$ cat src/rtl/lsu_ctrl_pkg.sv
// lsu_ctrl_pkg: shared FSM state and access-size encodings for the load/store unit.
package lsu_ctrl_pkg;
  localparam logic [2:0] S_IDLE   = 3'd0;
  localparam logic [2:0] S_LOAD   = 3'd1;
  localparam logic [2:0] S_WRITE  = 3'd2;
  localparam logic [2:0] S_RMW_RD = 3'd3;
  localparam logic [2:0] S_RMW_WR = 3'd4;
  localparam logic [2:0] S_RESP   = 3'd5;
  localparam logic [2:0] S_ERR    = 3'd6;
  localparam logic [1:0] SIZE_B   = 2'b00;
  localparam logic [1:0] SIZE_H   = 2'b01;
  localparam logic [1:0] SIZE_W   = 2'b10;
  localparam logic [1:0] SIZE_BAD = 2'b11;
  function automatic logic is_misaligned(input logic [1:0] size, input logic [1:0] a);
    return (size == SIZE_H && a[0]) || (size == SIZE_W && a != 2'b00);
  endfunction
endpackage

$ cat src/rtl/lsu_lane_fmt.sv
// lsu_lane_fmt: extracts/extends a load lane and merges a store lane into a memory word.
module lsu_lane_fmt
  import lsu_ctrl_pkg::*;
(
  input  logic [31:0] word,
  input  logic [1:0]  addr,
  input  logic [1:0]  size,
  input  logic        uns,
  input  logic [31:0] wdata,
  output logic [31:0] ld_val,
  output logic [31:0] st_word
);
  logic [7:0]  b;
  logic [15:0] h;
  always_comb begin
    b = word[{addr, 3'b000} +: 8];
    h = addr[1] ? word[31:16] : word[15:0];
    ld_val = size == SIZE_B ? {{24{b[7] & ~uns}}, b} :
             size == SIZE_H ? {{16{h[15] & ~uns}}, h} : word;
    st_word = word;
    if (size == SIZE_B) st_word[{addr, 3'b000} +: 8] = wdata[7:0];
    else if (size == SIZE_H) st_word[{addr[1], 4'b0000} +: 16] = wdata[15:0];
  end
endmodule

$ cat src/rtl/lsu_ctrl.sv
// lsu_ctrl: single-outstanding load/store unit with sub-word read-modify-write and access checks.
module lsu_ctrl
  import lsu_ctrl_pkg::*;
#(
  parameter int ADDR_W = 10
) (
  input  logic              clk,
  input  logic              rst_n,
  input  logic              req_valid,
  output logic              req_ready,
  input  logic              req_we,
  input  logic [1:0]        req_size,
  input  logic              req_uns,
  input  logic [31:0]       req_addr,
  input  logic [31:0]       req_wdata,
  output logic              resp_valid,
  output logic              resp_err,
  output logic [31:0]       resp_rdata,
  output logic [ADDR_W-1:0] dm_addr,
  output logic [31:0]       dm_din,
  output logic              dm_we,
  input  logic [31:0]       dm_dout
);
  logic [2:0]        state_q, state_d;
  logic [ADDR_W-1:0] addr_q, addr_d;
  logic [1:0]        size_q, size_d;
  logic              we_q, we_d, uns_q, uns_d;
  logic [31:0]       wdata_q, wdata_d, rdata_q, rdata_d, merge_q, merge_d;
  logic [31:0]       ld_val, st_word;
  logic              err, acc;

  lsu_lane_fmt u_fmt (
    .word   (dm_dout),
    .addr   (addr_q[1:0]),
    .size   (size_q),
    .uns    (uns_q),
    .wdata  (wdata_q),
    .ld_val (ld_val),
    .st_word(st_word)
  );

  assign req_ready  = rst_n && state_q == S_IDLE;
  assign resp_valid = state_q == S_RESP || state_q == S_ERR;
  assign resp_err   = state_q == S_ERR;
  assign resp_rdata = rdata_q;
  assign dm_addr    = {addr_q[ADDR_W-1:2], 2'b00};
  assign dm_din     = state_q == S_WRITE ? wdata_q : state_q == S_RMW_WR ? merge_q : '0;
  // Gated by rst_n so a reset landing on a write cycle never commits a partial store.
  assign dm_we      = rst_n && (state_q == S_WRITE || state_q == S_RMW_WR);

  always_comb begin
    err = req_size == SIZE_BAD || |req_addr[31:ADDR_W] || is_misaligned(req_size, req_addr[1:0]);
    acc = req_valid && req_ready;
    state_d = state_q;
    addr_d  = addr_q;
    size_d  = size_q;
    we_d    = we_q;
    uns_d   = uns_q;
    wdata_d = wdata_q;
    rdata_d = rdata_q;
    merge_d = merge_q;
    case (state_q)
      S_IDLE: if (acc) begin
        addr_d  = req_addr[ADDR_W-1:0];
        size_d  = req_size;
        we_d    = req_we;
        uns_d   = req_uns;
        wdata_d = req_wdata;
        state_d = err ? S_ERR : !req_we ? S_LOAD : req_size == SIZE_W ? S_WRITE : S_RMW_RD;
        if (err) rdata_d = '0;
      end
      S_LOAD: begin
        rdata_d = ld_val;
        state_d = S_RESP;
      end
      S_RMW_RD: begin
        merge_d = st_word;
        state_d = S_RMW_WR;
      end
      S_WRITE, S_RMW_WR: begin
        rdata_d = '0;
        state_d = S_RESP;
      end
      default: state_d = S_IDLE;
    endcase
  end

  always_ff @(posedge clk) begin
    if (!rst_n) begin
      state_q <= S_IDLE;
      addr_q  <= '0;
      size_q  <= '0;
      we_q    <= 1'b0;
      uns_q   <= 1'b0;
      wdata_q <= '0;
      rdata_q <= '0;
      merge_q <= '0;
    end else begin
      state_q <= state_d;
      addr_q  <= addr_d;
      size_q  <= size_d;
      we_q    <= we_d;
      uns_q   <= uns_d;
      wdata_q <= wdata_d;
      rdata_q <= rdata_d;
      merge_q <= merge_d;
    end
  end
endmodule

$ cat config.mk
export PLATFORM = sky130hd
export DESIGN_NAME = lsu_ctrl
export DESIGN_NICKNAME = d
export VERILOG_FILES = /design/src/rtl/lsu_ctrl_pkg.sv /design/src/rtl/lsu_lane_fmt.sv /design/src/rtl/lsu_ctrl.sv
export SDC_FILE = /design/constraint.sdc
export NUM_CORES = 1
export LEC_CHECK = 0
export ABC_AREA = 1
export BUFFER_PORTS_ARGS = -buffer_cell sky130_fd_sc_hd__buf_2
export CAP_MARGIN = 5
export CORE_MARGIN = 3
export CORE_UTILIZATION = 50
export CTS_BUF_LIST = sky130_fd_sc_hd__clkbuf_8
export CTS_CLUSTER_SIZE = 10
export DETAILED_ROUTE_END_ITERATION = 7
export PLACE_DENSITY = 0.91
export SYNTH_ARGS = -nofsm -noshare
export SYNTH_HDL_FRONTEND = slang
export SYNTH_SLANG_ARGS = --single-unit
$ cat constraint.sdc
create_clock -name clk -period 2.3 [get_ports clk]
set_clock_uncertainty 0.2 [all_clocks]
set_input_delay 0 -clock clk [delete_from_list [all_inputs] [get_ports clk]]
set_output_delay 0 -clock clk [all_outputs]
set_load 0.01 [all_outputs]
-- After elaboration in Yosys (flattened, before gate mapping)
Index checks and enable logic that the tools add are counted.
- bits in registers: 112
- add/sub/neg operators: 2
- equality and inequality tests: 12
- shifts and indexed selects: 5
- bitwise gates (word level): 3
- mux-type cells: 17
- reductions and logical operators: 19
- operator list (kind ; count):
    $mux W32 ; 8
    $pmux W32 S3 ; 1
    $bwmux W32 ; 2
    $shift A16 B7 Y32 const A ; 1
    $shift A8 B7 Y32 const A ; 1
    $shiftx A16 B7 Y32 ; 1
    $shiftx A32 B6 Y8 ; 1
    $shiftx A8 B7 Y32 ; 1
    $reduce_or A22 Y1 ; 1
    $mux W16 ; 1
    $neg A5 Y7 ; 2
    $eq A3 B3 Y1 const B ; 3
    $pmux W3 S3 ; 1
    $eq A3 B2 Y1 const B ; 2
    $mux W3 ; 2
    $logic_and A1 B1 Y1 ; 5
    $logic_or A1 B1 Y1 ; 5
    $eq A2 B1 Y1 const B ; 2
    $eq A2 B2 Y1 const B ; 2
    $ne A2 B2 Y1 const B ; 2
    $eq A3 B1 Y1 const B ; 1
    $logic_not A3 Y1 ; 1
    $reduce_and A3 Y1 ; 1
    $reduce_bool A3 Y1 ; 1
    9 further kinds ; 10

-- Logic depth before layout (Yosys ltp)
Gate-level depths: netlist (run 1).
- word-level depth: 7
- gate-level depth with buffers: 12

-- Cells and area by module
Synthesis (run 1) repeated with hierarchy kept, for this count alone.
- cell total of the unflattened synthesis: 1197
- area, all modules: 7031.7 µm²
- by module, submodules not included (module ; area an instance (µm²) ; instances ; sequential area each (µm²) ; cells an instance):
    lsu_ctrl ; 4606.9 ; 1 ; 2242.2 ; 636
    lsu_lane_fmt ; 2424.8 ; 1 ; 0.0 ; 561

-- Worst setup path after synthesis (run 1)
OpenSTA, ideal clock, no wires.
- path type: reg2reg
- start point: reg addr_q[0]
- end point: reg merge_q[23]
- library setup time: 56 ps
- required time: 2044 ps
- slack: 147 ps
- buffers on the path: 2
- arrival: 1896 ps
- cell stages (with the launch flop): 11
- cell sequence: dfxtp_1 -> buf_4 -> clkinv_1 -> buf_2 -> ha_1 -> inv_1 -> nor2_1 -> a31oi_1 -> o211ai_1 -> nand2_1 -> inv_1
- longest elaborated chain between the ends: 4
- RTL lines (element ; RTL line ; source):
    start: declaration ; lsu_ctrl.sv:25 ; logic [ADDR_W-1:0] addr_q, addr_d;
    start signal: assignment ; lsu_ctrl.sv:100 ; addr_q <= addr_d;
    $neg A5 Y7 (*) ; lsu_lane_fmt.sv:21 ; if (size == SIZE_B) st_word[{addr, 3'b000} +: 8] = wdata[7:0];
    $shiftx A8 B7 Y32 or $shift A8 B7 Y32 (tied branches) ; lsu_lane_fmt.sv:21 ;
    $bwmux W32 (*) ; lsu_lane_fmt.sv:21 ;
    $mux W32 (*) ; lsu_lane_fmt.sv:21 ;
    end signal: assignment ; lsu_ctrl.sv:106 ; merge_q <= merge_d;
    end: declaration ; lsu_ctrl.sv:28 ; logic [31:0] wdata_q, wdata_d, rdata_q, rdata_d, merge_q, merge_d;
Every way passes the cells marked *; elsewhere a longest branch is shown, timed or not.
A chain may end at the register's enable or synchronous reset.

-- Final worst setup path (run 1)
- start point: reg addr_q[1]
- end point: reg rdata_q[8] (netlist: resp_rdata[8])
- longest elaborated chain between the ends: 4
- RTL lines (element ; RTL line ; source):
    $shiftx A32 B6 Y8 or $mux W16 (tied branches) ; lsu_lane_fmt.sv:16, lsu_lane_fmt.sv:17 ;
    $and A1 B1 Y1 or $mux W32 (tied branches) ; lsu_lane_fmt.sv:18, lsu_lane_fmt.sv:19 ;
    $mux W32 (*) ; lsu_lane_fmt.sv:18 ; ld_val = size == SIZE_B ? {{24{b[7] & ~uns}}, b} :
    $pmux W32 S3 (*) ; lsu_ctrl.sv:62 ; case (state_q)
    end signal: assignment ; lsu_ctrl.sv:105 ; rdata_q <= rdata_d;
    end: declaration ; lsu_ctrl.sv:28 ;
Marked as above.

==> results of run 1 <==
-- registers in the layout (all words and copies together), names as in the netlist --
name	flops
merge_q	32
resp_rdata	32
wdata_q	32
addr_q	10
state_q	3
size_q	2
uns_q	1
-- cells by family after synthesis --
| kind of cell | after synthesis | share of synthesized area |
|---|---|---|
| simple gates | 366 | 0.2358 |
| compound gates | 357 | 0.2765 |
| other cells | 1 | 0.0005565 |
| buf+inv | 213 | 0.1452 |
| flops | 112 | 0.3327 |
| fa+ha+maj | 5 | 0.009283 |
-- power breakdown --
group	leakage (nW)	internal (mW)	switching, mW	total (mW)
Clock	0.108	0.529	0.709	1.24
Sequential	0.916	2.15	0.134	2.29
Combinational	3.11	0.801	1.30	2.10
-- cell usage in the layout, fill, tap and decap left out, types with 2 or more instances in the layout --
master         Yosys  final
clkbuf_8           0     10
nor2_2             2      4
inv_1            120    120
o21ai_0          153    153
nor2_4             1      2
conb_1             1      2
nand2_2            1      2
nand3_2            0      2
o221ai_1           8      8
inv_2              3      3
o22ai_1           16     16
buf_4             11     25
buf_12             0      3
ha_1               5      5
clkinv_2           0      3
a31oi_1            3      3
nor3_1             2      2
nand3_1          111    109
o21ai_1           35     35
dlygate4sd3_1      0     95
nand2_1          150    149
a21oi_1          138    138
nor2_1            83     80
buf_2             24    178
dfxtp_2            0      2
nand4_1           12     12
dfxtp_1          112    110
-- critical path: stages (launching register included) --
cell and delay, ns:
dfxtp_2 0.37, buf_12 0.17, nand3_2 0.18, buf_12 0.23, nand2_1 0.06, nand3_1 0.08, dlygate4sd3_1 0.60, nand3_1 0.09
nand3_1 0.08, nand2_1 0.08, nor2_1 0.05
-- timing repair --
item / CTS / global route
hold buffers: 95 / 0
resized for setup: 0 / 14
setup endpoints to repair: 0 / 41
endpoints found under the hold margin: 107 / 0
buffers inserted: 0 / 3
-- path summary, 6_finish.rpt --
path	from	to	cells after the start
max	addr_q[1]	resp_rdata[8]	10
min	req_addr[13]	state_q[0]	7
max reg2reg	addr_q[1]	resp_rdata[8]	10
min reg2reg	wdata_q[29]	wdata_q[29]	2
-- cells in the mapped netlist (all sizes together) --
cell,n
nor2,86
o22ai,16
a31oi,3
o21ba,1
nand3,111
nor3,4
nand2,152
buf,54
o221ai,8
a21oi,139
clkbuf,34
nand4,12
clkinv,1
and2,1
conb,1
ha,5
inv,124
o211ai,1
o21ai,189
dfxtp,112
-- cell type report --
class / count / area (um^2)
clock buffers: 10 / 137.6
clock inverters: 6 / 57.56
fillers: 1095 / 4069
inverters: 125 / 475.5
multi-input cells: 730 / 3547
flip-flops and latches: 112 / 2245
well taps: 172 / 215.2
repair buffers: 303 / 2130
-- per-stage QoR --
stage,total power [mW],setup WS [ns],TNS (ns),cells
floorplan,3.649,0.1474,0,1055
CTS,5.532,0.02650,0,1454
global placement,4.145,0.3502,0,1343
detailed placement,4.180,0.3043,0,1343
global route,5.941,-0.08843,-0.09910,1458
finish,5.624,0.01052,0,1458
-- metal layers --
metal | global-route usage | wire length [um] | share of wire
met1 | 0.4025 | 9684 | 0.38
met2 | 0.5559 | 12090 | 0.48
met3 | 0.08078 | 2434 | 0.096
met4 | 0.1323 | 1119 | 0.044
met5 | 0 | 0 | 0
==> results.toml, run 1 <==
[cells_and_area]
final_util = 0.6840
drive_above_1_share = 0.1913
antenna_cells = 0
final_area_um2 = 8807
nets = 1389
area_growth_pct = 30.69

[sta]
holdWs_ns = 0.05573
post-route-min-period_ns = 2.289
max_clock_freq_ghz = 0.4368
worst_slew_pin_slew_ns = 0.5593
max_slew_margin = 0.6258
layout_worst_path_cycle_share = 0.9954
slew_violations = 0
hold_viol_final = 0
rsz0062_at_grt = "yes"
setup_viol = 0

[routing]
first_pass_iters = 7
finalWirelength_um = 25330
via_per_inst = 5.794
dr.first_iter.drc_count = 1076
route.detailed.drc = 0
avgRoutedWirePerCell_um = 17.37
via_count = 8447
antenna_left = 0

[yosys]
synth_area_per_cell_um2 = 6.394
seq_area_frac_synth = 0.3327
synth_top_area_frac = 0.3327
yosys.area.top_type = "dfxtp_1"
synthTopCellsByArea = "dfxtp_1 33%, o21ai_0 11%, a21oi_1 10%"
ys_seq_elements = 112
syn_area_um2 = 6739
yosys_warnings = 0
synth.distinct_cells = 34
netlist_instances = 1054

[global_route]
grt_pass1_vias = 7712
grt_max_degree = 57
antenna_found_initial = 0
grt_use_total = 0.3291
grt_pass1_wl_um = 38740
gr-total-overflow = 0

[setup_path]
end_kind = "flip-flop"
crit_type = "flip-flop to flip-flop"
required_ns = 2.40
rrSetupSlack_ns = 0.01
path_max_fanout = 27
worstPathArrival_ns = 2.39
cp-start-kind = "flip-flop"

[cts]
clk_path_buf_depth = 2
cts_max_level = 3
tritoncts = "done"
insertion_delay_ns = 0.40
cts_buffers = 9
clk_pin_slew_ns = 0.11
cts.sinks = 112
cts_root_buf = "clkbuf_8"

[pwr]
p_per_area_nw_per_um2 = 638.6
peakVddDrop_uv = 445.8
leakage_nw = 4.130

[min_path]
hp-class = "input port to flip-flop"

[floorplanning]
io_pins = 181
dieArea_um2 = 14910
die_h_um = 122.1
core_area_um2 = 12880
die_x_um = 122.1
rows = 41
start_util = 0.5234

[job]
maxCapViolations = 0

[placed_design]
placed_area_um2 = 7570
port_buffers = 178
gp_congestion = 0.9708
hpwlAfterDp_um = 16250

[run_status]
status = "finished clean"
(Power assumes the default switching activity.)
==> run 2, diff against run 1 <==
--- a/config.mk
+++ b/config.mk
@@ -13,7 +13,8 @@
 export CTS_BUF_LIST = sky130_fd_sc_hd__clkbuf_8
 export CTS_CLUSTER_SIZE = 10
 export DETAILED_ROUTE_END_ITERATION = 7
-export PLACE_DENSITY = 0.91
+export PLACE_DENSITY = 0.87
 export SYNTH_ARGS = -nofsm -noshare
 export SYNTH_HDL_FRONTEND = slang
+export SYNTH_HIERARCHICAL = 1
 export SYNTH_SLANG_ARGS = --single-unit
==> constraint.sdc (replaced) <==
create_clock -name clk -period 2.9 [get_ports clk]
set_clock_uncertainty 0.2 [all_clocks]
set_input_delay 0 -clock clk [delete_from_list [all_inputs] [get_ports clk]]
set_output_delay 0 -clock clk [all_outputs]
set_load 0.01 [all_outputs]
==> run 2 against run 1 <==
Against the previous run:
- the run now ends with negative hold slack left
- critical path depth up 3
- area after synthesis rose by 4.3%
- via count up 2.0%
- flip-flop and latch count unchanged
- non-clock buffer count decreased by 17
- register-to-register slack better by 0.57 ns
- power decreased by 30%
- cell count up 9.1%
- clock power decreased by 22%
- routed wire length rose by 3.5%
- setup slack improved by 0.14 ns
==> results.toml, run 2 <==
[floorplanning]
die_x_um = 124.6
start_util = 0.5207
rows = 42
die_h_um = 124.6
dieArea_um2 = 15520
core_area_um2 = 13510
io_pins = 181

[pwr]
p_per_area_nw_per_um2 = 441.5
power_mw = 3.952
peakVddDrop_uv = 363.1
leakage_nw = 4.547

[routing]
route.detailed.drc = 0
antenna_left = 0
dr.first_iter.drc_count = 943
finalWirelength_um = 26210
first_pass_iters = 6
via_count = 8613
avgRoutedWirePerCell_um = 16.48
via_per_inst = 5.417

[yosys]
synth.distinct_cells = 30
yosys.area_share.simple = 0.3986
ys_seq_elements = 112
synth-xor-area-share = 0
synth_edf_count = 0
synthAdderAreaFrac = 0.008897
synth_compound_area_frac = 0.1377
synth_top_family_by_area = "simple AND/OR/NAND/NOR gates"
synth-async-reset-ratio = 0
synth_flop_cell = "dfxtp_1"
yosys_warnings = 6
seq_area_frac_synth = 0.3189
netlist_instances = 1197
yosys.area.top_type = "dfxtp_1"
synthTopCellsByArea = "dfxtp_1 32%, nand2_1 22%, nand3_1 11%"
synth_top_area_frac = 0.3189
synthMuxAreaShare = 0
syn_area_um2 = 7032
synth_area_per_cell_um2 = 5.874
synth_common_cells = "404 x nand2_1, 149 x nand3_1, 123 x inv_1, 112 x dfxtp_1, 92 x o21ai_0"
synth.most_common_cell = "nand2_1"

[setup_path]
end_kind = "flip-flop"
worst-path-buf-inv = 6
reg2reg_depth = 9
r2r_start = "addr_q[0]"
rrSetupSlack_ns = 0.58
slowest_stage = "dlygate4sd3_1"
path_max_fanout = 3
cp.depth = 13
worstReg2RegEnd = "merge_q[27]"
required_ns = 3.01
crit_type = "input port to flip-flop"
critical-path-max-stage-delay_ns = 0.56
critical-path-top-delay-family = "buffers and inverters"
worstPathArrival_ns = 2.87
crit_start = "req_addr[17]"
worstSetupEndpoint = "state_q[2]"
path_cells = "dlygate4sd3_1 -> buf_2 -> inv_1 -> nand2_1 -> dlygate4sd3_1 -> nor2_1 -> dlygate4sd3_1 -> nand2_1 -> nor2_2 -> nand2_2 -> nor2_2 -> dlygate4sd3_1 -> nor2_1"
cp-start-kind = "input port"
crit_top_cell = "dlygate4sd3_1"

[global_route]
grt_pass1_vias = 8159
busiest_layer = "met2"
grt_max_degree = 79
antenna_found_initial = 0
gr-total-overflow = 0
grt_use_total = 0.3306
grt_pass1_wl_um = 42180
use_met1 = 0.4433
met3_usage = 0.06904
grt_use_met2 = 0.5197

[min_path]
hp-class = "input port to flip-flop"

[cts]
cts.sinks = 112
cts_buffers = 9
clk_pin_slew_ns = 0.12
clk_path_buf_depth = 2
cts_max_level = 3
tritoncts = "done"
cts_root_buf = "clkbuf_8"
insertion_delay_ns = 0.41

[placed_design]
hpwlAfterDp_um = 17630
port_buffers = 178
gp_congestion = 1.026

[cells_and_area]
nets = 1517
antenna_cells = 0
area_growth_pct = 27.30
final_cell_mix = "403 x nand2_1, 178 x buf_2, 149 x nand3_1"
drive_above_1_share = 0.1697
final_common_cell = "nand2_1"

[sta]
hold_viol_final = 1
worst_slew_pin_slew_ns = 0.7327
max_clock_freq_ghz = 0.3631
layout_worst_path_cycle_share = 0.9496
max_slew_margin = 0.5115
setup_viol = 0
tns_ns = 0
post-route-min-period_ns = 2.754
rsz0062_at_grt = "no"
slew_violations = 0
holdWs_ns = -0.04632

[job]
maxCapViolations = 0

[run_status]
status = "complete, but fails checks"
violations = "negative hold slack"
run 2: worst min-delay path, cell delays in order:
cell and delay (ns):
buf_2 0.07, inv_1 0.03, nand2_1 0.04, nor2_1 0.04
nand2_1 0.06, nor2_2 0.04, nand2_2 0.08, nor2_2 0.04
nand2_1 0.05, a21oi_1 0.06
run 2: metrics by stage:
stage               area [um^2]  instances  hold slack, ns    util  setup slack, ns
floorplan                  7036       1198        -0.08726       -           0.8465
global placement           7863       1486       -0.004588  0.5822           0.6799
detailed placement         7863       1486        0.009017  0.5822           0.6088
CTS                        8950       1591          0.1016  0.6627          0.08316
global route               8951       1590         0.04070  0.6628          0.03180
finish                     8951       1590        -0.04632  0.6628           0.1462
run 2: layout make-up:
type                       count  area [um^2]
sequential                   112         2242
fill                        1185         4554
multi-input combinational    866         3849
timing repair buffer         286         1938
tap                          176        220.2
clock inverter                 7        72.57
inverter                     134        505.5
clock buffer                   9        123.9
run 2: routing by layer:
layer | part of all wire | vias to the layer above
li1 | - | 4182
met1 | 0.42 | 3851
met2 | 0.45 | 503
met3 | 0.098 | 77
met4 | 0.038 | 0
met5 | 0 | -
run 2: cell families (layout without fill, tap and decap cells):
group | after synthesis | after routing
AO/OA/AOI/OAI | 193 | 193
adder cells (fa/ha/maj) | 5 | 5
buffers and inverters | 220 | 436
flip-flops | 112 | 112
other | 1 | 2
AND/OR/NAND/NOR | 666 | 666
run 2: how the worst min path moves through the flow:
| stage | from | endpoint | slack [ns] | depth (start not counted) |
|---|---|---|---|---|
| 6_report | req_addr[13] | state_q[0] | -0.05 | 10 |
| 5_1_grt | req_addr[29] | state_q[0] | 0.04 | 10 |
| 4_1_cts | req_addr[7] | addr_q[7] | 0.10 | 4 |
| 3_5_place_dp | req_addr[7] | addr_q[7] | 0.009 | 3 |
| 3_3_place_gp | req_addr[9] | addr_q[9] | -0.005 | 3 |
| 2_1_floorplan | req_addr[2] | addr_q[2] | -0.09 | 2 |
run 2: where the power goes:
part | switching (mW) | total, mW | internal (mW)
Sequential | 0.0677 | 1.70 | 1.63
Clock | 0.630 | 0.969 | 0.338
Combinational | 0.847 | 1.28 | 0.435
run 2: what timing repair did:
item | CTS | global route
buffers inserted | 0 | 0
setup endpoints to repair | 0 | 18
hold endpoints to repair | 112 | 0
gates resized for setup | 0 | 4
hold buffers | 89 | 0
==> run 3, diff against run 2 <==
--- a/config.mk
+++ b/config.mk
@@ -6,14 +6,17 @@
 export NUM_CORES = 1
 export LEC_CHECK = 0
 export ABC_AREA = 1
+export ABC_CLOCK_PERIOD_IN_PS = 2900
 export BUFFER_PORTS_ARGS = -buffer_cell sky130_fd_sc_hd__buf_2
 export CAP_MARGIN = 5
+export CELL_PAD_IN_SITES_DETAIL_PLACEMENT = 2
+export CELL_PAD_IN_SITES_GLOBAL_PLACEMENT = 2
 export CORE_MARGIN = 3
-export CORE_UTILIZATION = 50
+export CORE_UTILIZATION = 30
 export CTS_BUF_LIST = sky130_fd_sc_hd__clkbuf_8
 export CTS_CLUSTER_SIZE = 10
 export DETAILED_ROUTE_END_ITERATION = 7
-export PLACE_DENSITY = 0.87
+export PLACE_DENSITY = 0.95
 export SYNTH_ARGS = -nofsm -noshare
 export SYNTH_HDL_FRONTEND = slang
 export SYNTH_HIERARCHICAL = 1
==> run 3 against run 2 <==
Against the previous run:
- the flow now finishes without violations
- routed wire length is 74% higher
- critical path depth shrank 5
- utilization down 25 points
- register-to-register slack got worse by 0.55 ns
- sequential power grew 2%
- flip-flop and latch count did not move
- setup slack got worse by 0.12 ns
- sequential share of layout area shrank 1.2 points
- power rose by 12%
- clock power up 16%
- worst hold slack better by 0.17 ns
- cell area up 5.4%
- critical path type is now flip-flop to flip-flop
- largest power group unchanged
==> results.toml, run 3 (synthesized netlist as in run 2, its figures left out) <==
[run_status]
status = "finished clean"

[cells_and_area]
n_fill_cell = 2797
final_cell_mix = "403 x nand2_1, 179 x buf_2, 149 x nand3_1"
seqCellArea_um2 = 2245
multi_input_area_um2 = 3857
final_cells = 1760
drive_above_1_share = 0.1707
nets = 1544
final_util = 0.4128
area_growth_pct = 34.13
final_common_cell = "nand2_1"

[cts]
cts_buffers = 9
clk_path_buf_depth = 2
tritoncts = "done"
cts_root_buf = "clkbuf_8"
clk_pin_slew_ns = 0.17
insertion_delay_ns = 0.46
cts_max_level = 3
cts.sinks = 112

[routing]
via_count = 9691
dr.first_iter.drc_count = 890
route.detailed.drc = 0
via_per_inst = 5.506
finalWirelength_um = 45560
avgRoutedWirePerCell_um = 25.89
first_pass_iters = 5
antenna_left = 0

[pwr]
clkPwrFrac = 0.253
swShare = 0.4408
peakVddDrop_uv = 229.5
power_mw = 4.428
internal-power_mw = 2.476
power.switching_mw = 1.952
seqPwrFrac = 0.393
combPwrFrac = 0.354
p_per_area_nw_per_um2 = 469.4
leakage_nw = 4.699

[placed_design]
gp_congestion = 0.9350
dp_worst_setup_slack_ns = 0.5634
port_buffers = 178
dp.cells = 1625
hpwlAfterDp_um = 25530

[sta]
hold_viol_final = 0
slew_violations = 0
fin_ws_ns = 0.02844
worst_slew_pin_slew_ns = 0.8063
layout_worst_path_cycle_share = 0.9902
tns_ns = 0
setup_viol = 0
post-route-min-period_ns = 2.872
max_slew_margin = 0.4625
max_clock_freq_ghz = 0.3482

[global_route]
grt_pass1_vias = 10825
grt_use_total = 0.3409
antenna_found_initial = 6
gr-total-overflow = 0
grt_pass1_wl_um = 67340
grt_max_degree = 79

[setup_path]
critical-path-max-stage-delay_ns = 0.61
worstPathArrival_ns = 3.09
slowest_stage = "dlygate4sd3_1"
crit_top_cell = "dlygate4sd3_1"
path_cells = "inv_2 -> nand2_2 -> nor3b_4 -> buf_6 -> nand2_1 -> dlygate4sd3_1 -> o21ai_0 -> dlygate4sd3_1"
required_ns = 3.12
cp-start-kind = "flip-flop"
crit_type = "flip-flop to flip-flop"
path_max_fanout = 12
end_kind = "flip-flop"

[min_path]
hp-class = "input port to flip-flop"

[floorplanning]
rows = 55
io_pins = 181
dieArea_um2 = 25310
core_area_um2 = 22850
die_x_um = 159.1
die_h_um = 159.1
start_util = 0.3078

[job]
maxCapViolations = 0
==> run 3: cell types whose count changed in the layout (fill, tap and decap cells not counted), moves of 2 or more <==
| cell | previous run | this run |
|---|---|---|
| clkinv_4 | 2 | 0 |
| dfxtp_2 | 0 | 2 |
| diode_2 | 0 | 6 |
| nor2_1 | 87 | 89 |
| dfxtp_1 | 112 | 110 |
| buf_4 | 18 | 22 |
| dlygate4sd3_1 | 88 | 109 |
| nor2_2 | 4 | 2 |
==> run 3: cell type report <==
type,instances,share of cell area
clock buffers,9,0.01313
flip-flops and latches,112,0.2380
clock inverters,7,0.009552
diodes,6,0.001592
inverters,134,0.05360
well taps,313,0.04152
repair buffers,313,0.2336
multi-input cells,866,0.4090
==> run 3: timing repair <==
| action | 4_1_cts | 5_1_grt |
|---|---|---|
| resized for setup | 0 | 9 |
| setup buffers | 0 | 3 |
| hold buffers | 110 | 0 |
| endpoints found under the hold margin | 107 | 0 |
| endpoints found under the setup margin | 0 | 18 |
==> run 3: critical path: cells and delay by family, from the launching register on <==
family	cells	cell delay (ns)
AO/OA/AOI/OAI	1	0.21
AND/OR/NAND/NOR	3	0.48
flip-flops	1	0.44
buffers and inverters	4	1.53
==> run 3: per-layer routing <==
layer | global-route usage | wire (um) | vias to the layer above
li1 | - | - | 4237
met1 | 0.3759 | 17030 | 4767
met2 | 0.6027 | 22420 | 519
met3 | 0.06920 | 3200 | 168
met4 | 0.2065 | 2909 | 0
met5 | 0 | 0 | -
==> run 3: power groups by stage <==
| stage | Clock, mW | Combinational (mW) | Sequential (mW) |
|---|---|---|---|
| 4_1_cts | 1.08 | 1.39 | 1.72 |
| 5_1_grt | 1.18 | 1.68 | 1.74 |
| 3_5_place_dp | 0 | 1.27 | 1.75 |
| 2_1_floorplan | 0 | 0.818 | 1.72 |
| 6_report | 1.12 | 1.57 | 1.74 |
| 3_3_place_gp | 0 | 1.20 | 1.74 |
==> run 3: metrics by stage <==
step                      hold slack [ns]  area, um^2
after floorplan                  -0.08726        7036
after global placement          -0.002460        8049
after detailed placement         0.009579        8049
after CTS                          0.1363        9364
after global routing               0.1604        9432
final                              0.1237        9432
==> run 3: final timing paths <==
path,from,endpoint,slack (ns),depth (start not counted)
worst min register to register,resp_rdata[0],resp_rdata[0],0.29,2
worst max register to register,state_q[2],addr_q[7],0.03,8
worst max-delay path,state_q[2],addr_q[7],0.03,8
worst min-delay path,req_addr[4],addr_q[4],0.12,4
